===== src/rtl/sad_search_ctrl_if.sv =====
`default_nettype none
// =============================================================================
// Module   : sad_search_ctrl_if
// Purpose  : Host start/status, buffer row fetch and SAD kernel control bundle.
//            Optional SAD_EARLY_TERM_EN adds the early_terms counter.
// Revision : 1.0 - initial release
// =============================================================================
interface sad_search_ctrl_if #(
  parameter int XW = 4,
  parameter int YW = 4,
  parameter int RW = 5
);
  logic          start;
  logic          busy;
  logic          done;
  logic          row_req;
  logic [RW-1:0] row_idx;
  logic [XW-1:0] pos_x;
  logic [YW-1:0] pos_y;
  logic          row_gnt;
  logic          sad_active;
  logic          sad_valid;
  logic          sad_done;
  logic [31:0]   sad_in;
  logic [31:0]   best_sad;
  logic [XW-1:0] best_x;
  logic [YW-1:0] best_y;
`ifdef SAD_EARLY_TERM_EN
  logic [15:0]   early_terms;
`endif

  modport master (
    input  start, row_gnt, sad_in,
    output busy, done, row_req, row_idx, pos_x, pos_y,
           sad_active, sad_valid, sad_done, best_sad, best_x, best_y
`ifdef SAD_EARLY_TERM_EN
    , output early_terms
`endif
  );

  modport slave (
    output start, row_gnt, sad_in,
    input  busy, done, row_req, row_idx, pos_x, pos_y,
           sad_active, sad_valid, sad_done, best_sad, best_x, best_y
`ifdef SAD_EARLY_TERM_EN
    , input early_terms
`endif
  );
endinterface
`default_nettype wire


===== src/rtl/sad_search_ctrl.sv =====
`default_nettype none
// =============================================================================
// Module   : sad_search_ctrl
// Purpose  : Raster search over candidate positions, driving one SAD kernel and
//            tracking the minimum SAD. Optional macro: SAD_EARLY_TERM_EN.
// Revision : 1.0 - initial release
// =============================================================================
module sad_search_ctrl #(
  parameter int ROWS     = 32,
  parameter int POS_X    = 16,
  parameter int POS_Y    = 16,
  parameter int PIPE_LAT = 2,
  parameter int XW       = 4,
  parameter int YW       = 4,
  parameter int RW       = 5
) (
  input  wire logic         clk,
  input  wire logic         rst_n,
  sad_search_ctrl_if.master bus
);

  localparam logic [2:0] S_IDLE    = 3'd0;
  localparam logic [2:0] S_FETCH   = 3'd1;
  localparam logic [2:0] S_DRAIN   = 3'd2;
  localparam logic [2:0] S_CAPTURE = 3'd3;
  localparam logic [2:0] S_CLEAR   = 3'd4;
  localparam logic [2:0] S_DONE    = 3'd5;

  localparam logic [31:0]   SAD_INIT = 32'hFFFF_FFFF;
  localparam logic [RW-1:0] LAST_ROW = RW'(ROWS - 1);
  localparam logic [XW-1:0] LAST_X   = XW'(POS_X - 1);
  localparam logic [YW-1:0] LAST_Y   = YW'(POS_Y - 1);

  logic [2:0]          state_q, state_d;
  logic [RW-1:0]       row_idx_q, row_idx_d;
  logic [XW-1:0]       pos_x_q, pos_x_d, best_x_q, best_x_d;
  logic [YW-1:0]       pos_y_q, pos_y_d, best_y_q, best_y_d;
  logic [31:0]         best_sad_q, best_sad_d;
  logic [PIPE_LAT-1:0] vsr_q, vsr_d, vsr_shift;
  logic                gnt_acc, last_row, last_pos, abort;

  assign gnt_acc   = (state_q == S_FETCH) && bus.row_gnt;
  assign last_row  = (row_idx_q == LAST_ROW);
  assign last_pos  = (pos_x_q == LAST_X) && (pos_y_q == LAST_Y);
  // Mirrors the kernel pipeline: a grant becomes an accumulate PIPE_LAT cycles later.
  assign vsr_shift = PIPE_LAT'({vsr_q, gnt_acc});

`ifdef SAD_EARLY_TERM_EN
  logic [15:0] early_terms_q, early_terms_d;

  // A partial sum already at or above the best cannot win under strict less-than.
  assign abort = ((state_q == S_FETCH) || (state_q == S_DRAIN)) &&
                 (best_sad_q != SAD_INIT) && (bus.sad_in >= best_sad_q);

  always_comb begin
    early_terms_d = early_terms_q;
    if ((state_q == S_IDLE) && bus.start) begin
      early_terms_d = '0;
    end else if (abort) begin
      early_terms_d = early_terms_q + 16'd1;
    end
  end

  always_ff @(posedge clk or negedge rst_n) begin
    if (!rst_n) begin
      early_terms_q <= '0;
    end else begin
      early_terms_q <= early_terms_d;
    end
  end

  assign bus.early_terms = early_terms_q;
`else
  assign abort = 1'b0;
`endif

  always_ff @(posedge clk or negedge rst_n) begin
    if (!rst_n) begin
      state_q    <= S_IDLE;
      row_idx_q  <= '0;
      pos_x_q    <= '0;
      pos_y_q    <= '0;
      best_sad_q <= SAD_INIT;
      best_x_q   <= '0;
      best_y_q   <= '0;
      vsr_q      <= '0;
    end else begin
      state_q    <= state_d;
      row_idx_q  <= row_idx_d;
      pos_x_q    <= pos_x_d;
      pos_y_q    <= pos_y_d;
      best_sad_q <= best_sad_d;
      best_x_q   <= best_x_d;
      best_y_q   <= best_y_d;
      vsr_q      <= vsr_d;
    end
  end

  always_comb begin
    state_d    = state_q;
    row_idx_d  = row_idx_q;
    pos_x_d    = pos_x_q;
    pos_y_d    = pos_y_q;
    best_sad_d = best_sad_q;
    best_x_d   = best_x_q;
    best_y_d   = best_y_q;
    vsr_d      = vsr_shift;
    case (state_q)
      S_IDLE: begin
        vsr_d = '0;
        if (bus.start) begin
          state_d    = S_FETCH;
          row_idx_d  = '0;
          pos_x_d    = '0;
          pos_y_d    = '0;
          best_sad_d = SAD_INIT;
          best_x_d   = '0;
          best_y_d   = '0;
        end
      end
      S_FETCH: begin
        if (gnt_acc) begin
          if (last_row) begin
            state_d = S_DRAIN;
          end else begin
            row_idx_d = row_idx_q + RW'(1);
          end
        end
      end
      S_DRAIN: begin
        if (vsr_shift == '0) begin
          state_d = S_CAPTURE;
        end
      end
      S_CAPTURE: begin
        state_d = S_CLEAR;
        // Strict compare: on a tie the earlier raster position is kept.
        if (bus.sad_in < best_sad_q) begin
          best_sad_d = bus.sad_in;
          best_x_d   = pos_x_q;
          best_y_d   = pos_y_q;
        end
      end
      S_CLEAR: begin
        vsr_d     = '0;
        row_idx_d = '0;
        if (last_pos) begin
          state_d = S_DONE;
          pos_x_d = '0;
          pos_y_d = '0;
        end else begin
          state_d = S_FETCH;
          if (pos_x_q == LAST_X) begin
            pos_x_d = '0;
            pos_y_d = pos_y_q + YW'(1);
          end else begin
            pos_x_d = pos_x_q + XW'(1);
          end
        end
      end
      S_DONE: begin
        vsr_d   = '0;
        state_d = S_IDLE;
      end
      default: begin
        vsr_d   = '0;
        state_d = S_IDLE;
      end
    endcase
    if (abort) begin
      state_d = S_CLEAR;
      vsr_d   = '0;
    end
  end

  always_comb begin
    bus.busy       = 1'b1;
    bus.done       = 1'b0;
    bus.row_req    = 1'b0;
    bus.sad_active = 1'b0;
    bus.sad_done   = 1'b0;
    case (state_q)
      S_IDLE:    bus.busy = 1'b0;
      S_FETCH: begin
        bus.row_req    = 1'b1;
        bus.sad_active = 1'b1;
      end
      S_DRAIN:   bus.sad_active = 1'b1;
      S_CAPTURE: begin
        bus.sad_active = 1'b1;
        bus.sad_done   = 1'b1;
      end
      S_DONE:    bus.done = 1'b1;
      default:   ;
    endcase
  end

  assign bus.sad_valid = vsr_q[PIPE_LAT-1] & bus.sad_active;
  assign bus.row_idx   = row_idx_q;
  assign bus.pos_x     = pos_x_q;
  assign bus.pos_y     = pos_y_q;
  assign bus.best_sad  = best_sad_q;
  assign bus.best_x    = best_x_q;
  assign bus.best_y    = best_y_q;

endmodule
`default_nettype wire


===== src/flat_wrapper.sv =====
// flat-port wrapper written by rule: the top's interface ports become plain ports
module sad_search_ctrl_flat 
#(
  parameter int ROWS     = 32,
  parameter int POS_X    = 16,
  parameter int POS_Y    = 16,
  parameter int PIPE_LAT = 2,
  parameter int XW       = 4,
  parameter int YW       = 4,
  parameter int RW       = 5
)
  (clk, rst_n, bus_start, bus_row_gnt, bus_sad_in, bus_busy, bus_done, bus_row_req, bus_row_idx, bus_pos_x, bus_pos_y, bus_sad_active, bus_sad_valid, bus_sad_done, bus_best_sad, bus_best_x, bus_best_y);
  sad_search_ctrl_if #(.XW(XW), .YW(YW), .RW(RW)) bus_i ();
  input  wire logic clk;
  input  wire logic rst_n;
  input wire logic [$bits(bus_i.start)-1:0] bus_start;
  input wire logic [$bits(bus_i.row_gnt)-1:0] bus_row_gnt;
  input wire logic [$bits(bus_i.sad_in)-1:0] bus_sad_in;
  output wire logic [$bits(bus_i.busy)-1:0] bus_busy;
  output wire logic [$bits(bus_i.done)-1:0] bus_done;
  output wire logic [$bits(bus_i.row_req)-1:0] bus_row_req;
  output wire logic [$bits(bus_i.row_idx)-1:0] bus_row_idx;
  output wire logic [$bits(bus_i.pos_x)-1:0] bus_pos_x;
  output wire logic [$bits(bus_i.pos_y)-1:0] bus_pos_y;
  output wire logic [$bits(bus_i.sad_active)-1:0] bus_sad_active;
  output wire logic [$bits(bus_i.sad_valid)-1:0] bus_sad_valid;
  output wire logic [$bits(bus_i.sad_done)-1:0] bus_sad_done;
  output wire logic [$bits(bus_i.best_sad)-1:0] bus_best_sad;
  output wire logic [$bits(bus_i.best_x)-1:0] bus_best_x;
  output wire logic [$bits(bus_i.best_y)-1:0] bus_best_y;
  assign bus_i.start = bus_start;
  assign bus_i.row_gnt = bus_row_gnt;
  assign bus_i.sad_in = bus_sad_in;
  assign bus_busy = bus_i.busy;
  assign bus_done = bus_i.done;
  assign bus_row_req = bus_i.row_req;
  assign bus_row_idx = bus_i.row_idx;
  assign bus_pos_x = bus_i.pos_x;
  assign bus_pos_y = bus_i.pos_y;
  assign bus_sad_active = bus_i.sad_active;
  assign bus_sad_valid = bus_i.sad_valid;
  assign bus_sad_done = bus_i.sad_done;
  assign bus_best_sad = bus_i.best_sad;
  assign bus_best_x = bus_i.best_x;
  assign bus_best_y = bus_i.best_y;
  sad_search_ctrl #(.ROWS(ROWS), .POS_X(POS_X), .POS_Y(POS_Y), .PIPE_LAT(PIPE_LAT), .XW(XW), .YW(YW), .RW(RW)) u_core (.clk(clk), .rst_n(rst_n), .bus(bus_i));
endmodule

===== config.mk =====
export PLATFORM = sky130hd
export DESIGN_NAME = sad_search_ctrl_flat
export DESIGN_NICKNAME = d
export VERILOG_FILES = /design/src/rtl/sad_search_ctrl_if.sv /design/src/rtl/sad_search_ctrl.sv /design/src/flat_wrapper.sv
export SDC_FILE = /design/constraint.sdc
export NUM_CORES = 1
export LEC_CHECK = 0
export ABC_AREA = 1
export CAP_MARGIN = 40
export CORE_ASPECT_RATIO = 1.1
export CORE_MARGIN = 5
export CORE_UTILIZATION = 40
export DETAILED_ROUTE_END_ITERATION = 12
export PLACE_DENSITY = 0.7
export SLEW_MARGIN = 40
export SYNTH_ARGS = -nofsm -noshare
export SYNTH_HDL_FRONTEND = slang
export SYNTH_SLANG_ARGS = --single-unit

===== constraint.sdc =====
create_clock -name clk -period 2.76 [get_ports clk]
set_clock_uncertainty 0.2 [all_clocks]
set_input_delay 0.552 -clock clk [delete_from_list [all_inputs] [get_ports clk]]
set_output_delay 0.552 -clock clk [all_outputs]
set_load 0.02 [all_outputs]

==> metrics.csv, run 1 <==
stage,metric,value,unit
die,io-pin-count,95,
clock_network,cts.sinks,58,
worst_setup_path,path_buf_inv,2,
pwr,total_leakage_power,0.00244,uW
yosys,ys_seq_elements,58,
sta,max_freq,0.380,GHz
clock_network,root_buffer,clkbuf_8,
detailed_routing,route.vias.total,3283,
detailed_routing,dr.pass1.iters,4,
cells_and_area,nets,634,
global_route,grtUsageTotal,17.8,%
yosys,synth_compound_area_share,6.84,%
sta,final_max_slew_viol_count,0,
yosys,synth_adder_area_share,12.1,%
sta,hold_viol,0,
worst_setup_path,critPathKind,flop to output pin,
detailed_routing,final_antenna_net_count,0,
clock_network,clock_path_buffers,2,
sta,setup_violations,0,
yosys,synth.avg_cell_area,7.79,um^2
outcome,status,finished clean,
clock_network,clk_pin_slew_worst_paths,70,ps
worst_setup_path,arrival,1880,ps
worst_setup_path,r2r_cells,12,
sta,slew_headroom,67.3,%
worst_setup_path,cpPeakStageDelay,610,ps
die,die_area,11000,um^2
clock_network,clk_latency,330,ps
clock_network,cts_setup_buffers,0,
global_route,grt_max_degree,41,
pwr,vdd_drop_max,0.000467,V
global_route,gr-total-overflow,0,
yosys,synth_top_family_by_area,simple AND/OR/NAND/NOR gates,
clock_network,htreeDepth,3,
worst_setup_path,endpoint_kind,output pin,
yosys,synth_cells,463,
yosys,synthMuxAreaShare,0,%
placement,io_buffers,94,
die,coreArea,8830,um^2
placement,hpwl,6920,um
cells_and_area,insertedDiodeCount,0,
pwr,combPwrFrac,54.8,%
worst_setup_path,crit_family,buffers and inverters,
cells_and_area,layout-drive-gt1-share,17.3,%
global_route,grt_pass1_wl,15600,um
worst_hold_path,holdPathStages,2,
die,die_w,101,um
sta,grt_setup_unrepaired,no,
cells_and_area,stdcell_area,4980,um^2
yosys,ys_warn_count,0,
pwr,p_sw,2490,uW
yosys,syn_area,3600,um^2
global_route,grt_pass1_vias,3246,
detailed_routing,wl_per_cell,13.7,um
sta,worst_pin_slew,489,ps
detailed_routing,wirelength,9350,um
detailed_routing,drc,0,
yosys,ys_seq_area_share,41.4,%
yosys,synth_cell_types,29,
yosys,synthXorXnorAreaFrac,0.729,%
pwr,netSwitchingFraction,42.3,%
die,initial_core_util,40.8,%
global_route,grt_antenna_before_repair,0,
worst_setup_path,cp_max_fo,5,
placement,placement.cell_area,4700,um^2
detailed_routing,drt_iter0_drc,104,
clock_network,tritoncts,built,
pwr,finalPower,5890,uW
cells_and_area,postLayoutCoreUtil,56.4,%
run,cap_violations,0,
worst_hold_path,hold_path_class,flop to flop,
detailed_routing,vias_per_cell,4.81,
placement,place_congestion,0.806,
worst_setup_path,required,2010,ps
pwr,p_int,3400,uW
pwr,clkPwrFrac,16.6,%
yosys,syn_nets,534,
pwr,p_seq_share,28.6,%
worst_setup_path,cp_slowest_cell,clkdlybuf4s50_1,
sta,period_share,95.3,%
placement,dpl.cell_count,664,
worst_setup_path,crit_cells,4,
sta,fin_tns_setup,0,ps
yosys,yosys.area_share.simple,30.3,%
cells_and_area,areaGrowthSynthToFinish,38.1,%
clock_network,cts_buffers,9,
worst_setup_path,cp-start-kind,flop,
pwr,powerDensity,1180,nW/um^2
sta,fin_crit,2630,ps
die,num_rows,36,
worst_setup_path,path_cells,inv_1 > nand2_1 > and3_1 > clkdlybuf4s50_1,
die,die_h,110,um
cells_and_area,final_cells,682,
## path summary, 6_finish.rpt
path / startpoint / to / slack [ps]
max: u_core.state_q[1] / bus_sad_valid / 130
min: u_core.bus.best_sad[17] / u_core.bus.best_sad[17] / 290
max reg2reg: u_core.bus.best_sad[31] / u_core.bus.best_y[0] / 450
min reg2reg: u_core.bus.best_sad[17] / u_core.bus.best_sad[17] / 290
max in group asynchronous: rst_n / u_core.bus.best_sad[6] / 1150
min in group asynchronous: rst_n / u_core.bus.row_idx[1] / 450
## Yosys cell counts
library cell,n,area (um^2)
a21boi_1,1,7.51
a21oi_1,21,105
a21oi_2,1,8.76
and3_1,2,12.5
buf_2,4,20.0
buf_6,1,11.3
clkbuf_1,12,45.0
dfrtp_1,26,651
dfstp_2,32,841
ha_1,35,438
inv_1,59,221
inv_2,3,11.3
nand2_1,125,469
nand3_1,52,260
nand3b_1,1,7.51
nand4_1,1,6.26
nor2_1,22,82.6
nor3_1,6,30.0
nor3_4,1,16.3
nor4_1,1,6.26
o21a_1,2,15.0
o21ai_0,15,75.1
o21ai_1,1,5.00
o21ai_2,1,8.76
o22ai_1,2,12.5
o32ai_1,1,8.76
or2_2,31,194
or2_4,1,8.76
xor2_1,3,26.3
## worst register-to-register path, stage by stage, from the launching register on
cell	delay, ps
dfstp_2	550
inv_1	40
ha_1	290
nand2_1	70
nor2_1	140
nand4_1	120
nor4_1	180
nand2_1	80
nand2_1	110
nand2_1	120
buf_12	190
nand2_1	80
nand2_1	40
## metrics by stage
step / hold slack, ps / worst slack (ps)
after floorplan: 56.4 / 518
after global placement: 278 / 69.0
after detailed placement: 283 / 28.5
after CTS: 76.6 / 112
after global routing: 317 / 16.4
final: 291 / 130
## layout by cell type (no fill, tap or decap), drive strengths merged, types with 3 or more instances in the layout
cell type | synthesis | layout
bufinv | 0 | 3
a21oi | 22 | 22
buf | 5 | 12
nand2 | 125 | 125
inv | 62 | 62
clkbuf | 12 | 10
nor2 | 22 | 22
or2 | 32 | 32
xor2 | 3 | 3
dfstp | 32 | 32
clkinv | 0 | 3
clkdlybuf4s50 | 0 | 92
o21ai | 17 | 17
nand3 | 52 | 52
nor3 | 7 | 7
ha | 35 | 35
dfrtp | 26 | 26
## cell type report
type	instances	area, um^2
Clock buffer	10	138
Clock inverter	6	104
Fill cell	838	3850
Inverter	62	233
Multi-Input combinational cell	326	1810
Sequential cell	58	1490
Tap cell	114	143
Timing Repair Buffer	106	1060
## power by group through the flow
| stage | combinational [uW] | sequential [uW] | clock (uW) |
|---|---|---|---|
| after CTS | 3280 | 1690 | 995 |
| final | 3230 | 1680 | 978 |
| after global routing | 3630 | 1740 | 1040 |
| after detailed placement | 3260 | 1700 | 0 |
| after global placement | 3170 | 1690 | 0 |
| after floorplan | 1680 | 2020 | 0 |
## sequential cells by signal, indices dropped and copies added (netlist names)
register             cells
u_core.bus.best_sad     32
u_core.bus.row_idx       5
u_core.bus.best_x        4
u_core.bus.best_y        4
u_core.bus.pos_x         4
u_core.bus.pos_y         4
u_core.state_q           3
u_core.vsr_q             2
## metal layers
metal	part of all wire, %	up-vias	global-route usage [%]	routed length, um
met5	0	-	0	0
met4	1.4	0	6.35	131
met3	4.9	13	3.87	455
met2	50	71	29.8	4650
met1	44	1518	22.6	4110
li1	-	1681	-	-
## logic make-up after synthesis
logic type | Yosys count
AOI/OAI and AO/OA | 45
xor gates and xnor gates | 3
adders and majority gates | 35
buffers and inverters | 79
DFF | 58
and+or+nand+nor | 243
## timing repair
action	4_1_cts	5_1_grt
hold buffers	0	1
resized for setup	0	1
endpoints found under the hold margin	0	7
endpoints found under the setup margin	0	1
No activity file was read; power rests on OpenSTA's default activity.
==> run 2, diff against run 1 <==
--- a/config.mk
+++ b/config.mk
@@ -6,6 +6,7 @@
 export NUM_CORES = 1
 export LEC_CHECK = 0
 export ABC_AREA = 1
+export ABC_CLOCK_PERIOD_IN_PS = 2760
 export CAP_MARGIN = 40
 export CORE_ASPECT_RATIO = 1.1
 export CORE_MARGIN = 5
==> results of run 2 <==
Final layout, timing and power as in run 1 (identical DEF).
==> run 3, diff against run 2 <==
--- a/config.mk
+++ b/config.mk
@@ -9,7 +9,7 @@
 export ABC_CLOCK_PERIOD_IN_PS = 2760
 export CAP_MARGIN = 40
 export CORE_ASPECT_RATIO = 1.1
-export CORE_MARGIN = 5
+export CORE_MARGIN = 2
 export CORE_UTILIZATION = 40
 export DETAILED_ROUTE_END_ITERATION = 12
 export PLACE_DENSITY = 0.7
==> run 3 against run 2 <==
  * Routed wire length shrank 5.7%
  * Power fell by 2.2%
  * Cell count unchanged
  * Sequential power hardly changed
  * Combinational power is essentially flat
  * Non-clock buffer count is the same
  * Largest cell class unchanged
  * Largest power group unchanged
==> metrics.csv, run 3 (same netlist as run 1, synthesis figures left out) <==
stage,metric,value,unit
die,num_rows,36,
clock_network,cts_buffers,9,
sta,worst_pin_slew,486,ps
detailed_routing,wl_per_cell,12.9,um
placement,io_buffers,94,
sta,postLayoutSetupSlackWorst,142,ps
cells_and_area,final_cell_mix,"nand2_1, clkdlybuf4s50_1, inv_1",
detailed_routing,wirelength,8820,um
detailed_routing,drt_iter0_drc,119,
cells_and_area,layout-drive-gt1-share,17.3,%
clock_network,tritoncts,built,
worst_setup_path,cp_slowest_cell,clkdlybuf4s50_1,
sta,slew_headroom,67.5,%
worst_setup_path,cpPeakStageDelay,600,ps
cells_and_area,nets,634,
sta,final_max_slew_viol_count,0,
sta,period_share,94.9,%
worst_setup_path,endpoint_kind,output pin,
placement,hpwl,6580,um
worst_hold_path,hold_path_class,flop to flop,
sta,fin_crit,2620,ps
global_route,grt_antenna_before_repair,0,
clock_network,root_buffer,clkbuf_8,
cells_and_area,layout_commonest_cell,nand2_1,
die,io-pin-count,95,
cells_and_area,largest_reg_flops,32,
worst_setup_path,path_buf_inv,2,
outcome,status,finished clean,
worst_setup_path,path_cells,inv_1 > nand2_1 > and3_1 > clkdlybuf4s50_1,
die,die_w,94.5,um
worst_setup_path,arrival,1870,ps
worst_setup_path,cp-start-kind,flop,
worst_setup_path,critPathKind,flop to output pin,
clock_network,htreeDepth,3,
placement,place_congestion,0.835,
pwr,total_leakage_power,0.00241,uW
global_route,grt_pass1_wl,15000,um
sta,max_freq,0.382,GHz
detailed_routing,drc,0,
clock_network,cts_resized,0,
run,cap_violations,0,
global_route,grt_max_degree,41,
cells_and_area,nFillCells,867,
global_route,grtUsageTotal,19.2,%
global_route,gr-total-overflow,0,
cells_and_area,insertedDiodeCount,0,
cells_and_area,areaGrowthSynthToFinish,36.8,%
pwr,powerDensity,1170,nW/um^2
global_route,grt_pass1_vias,3295,
clock_network,clk_latency,330,ps
detailed_routing,dr.pass1.iters,5,
worst_setup_path,crit_family,buffers and inverters,
worst_setup_path,cp_max_fo,5,
sta,hold_viol,0,
clock_network,clock_path_buffers,2,
cells_and_area,postLayoutCoreUtil,55.8,%
die,die_area,9790,um^2
sta,setup_violations,0,
sta,grt_setup_unrepaired,no,
pwr,vdd_drop_max,0.000544,V
die,coreArea,8830,um^2
clock_network,clk_pin_slew_worst_paths,70,ps
die,die_h,104,um
die,initial_core_util,40.8,%
detailed_routing,route.vias.total,3275,
clock_network,cts.sinks,58,
detailed_routing,final_antenna_net_count,0,
detailed_routing,vias_per_cell,4.80,
worst_setup_path,required,2010,ps
placement,pre_cts_ws,-35.1,ps
## run 3: final timing paths
kind	startpoint	end	slack [ps]	depth (start not counted)
min in group asynchronous	rst_n	u_core.bus.row_idx[2]	440	2
hold reg to reg	u_core.bus.best_sad[2]	u_core.bus.best_sad[2]	300	2
setup reg to reg	u_core.bus.best_sad[31]	u_core.bus.best_sad[25]	370	12
max in group asynchronous	rst_n	u_core.bus.best_sad[29]	1210	3
setup / recovery	u_core.state_q[1]	bus_sad_valid	140	4
hold / removal	u_core.bus.best_sad[2]	u_core.bus.best_sad[2]	300	2
## run 3: layout make-up
type                            count  area, um^2  share of cell area, %
Multi-Input combinational cell    326        1800                   36.6
Sequential cell                    58        1490                   30.3
Timing Repair Buffer              106        1040                   21.1
Inverter                           62         233                   4.72
Tap cell                          114         143                   2.89
Clock buffer                        9         124                   2.51
Clock inverter                      7        93.8                   1.90
## run 3: timing repair
| item | in CTS | in global routing |
|---|---|---|
| buffers inserted | 0 | 0 |
| setup endpoints to repair | 0 | 0 |
| hold endpoints to repair | 12 | 0 |
| hold buffers | 1 | 0 |
## run 3: routing by layer
layer	part of all wire, %	vias to the layer above	routed length, um	global-route usage, %
met5	0	-	0	0
met4	1.8	0	156	6.73
met3	4.1	12	364	4.00
met2	49	67	4290	31.7
met1	45	1520	4010	24.7
li1	-	1676	-	-
## run 3: report_power, final
| part | internal [uW] | switching, uW |
|---|---|---|
| combinational | 1400 | 1820 |
| sequential | 1390 | 296 |
| clock | 506 | 363 |
## run 3: tightest hold or removal path, cell delays in order (launching register included)
cell and delay, ps:
dfstp_2 380, nand3_1 70, nand2_1 50
## run 3: metrics by stage
| stage | hold slack, ps | std cells | setup TNS, ps | total power (uW) | instance area, um^2 |
|---|---|---|---|---|---|
| floorplan | 56.4 | 463 | 0 | 3710 | 3600 |
| global placement | 265 | 665 | 0 | 4850 | 4700 |
| detailed placement | 274 | 665 | -436 | 4940 | 4700 |
| CTS | 298 | 682 | 0 | 5830 | 4930 |
| global route | 306 | 682 | 0 | 6290 | 4930 |
| finish | 295 | 682 | 0 | 5760 | 4930 |
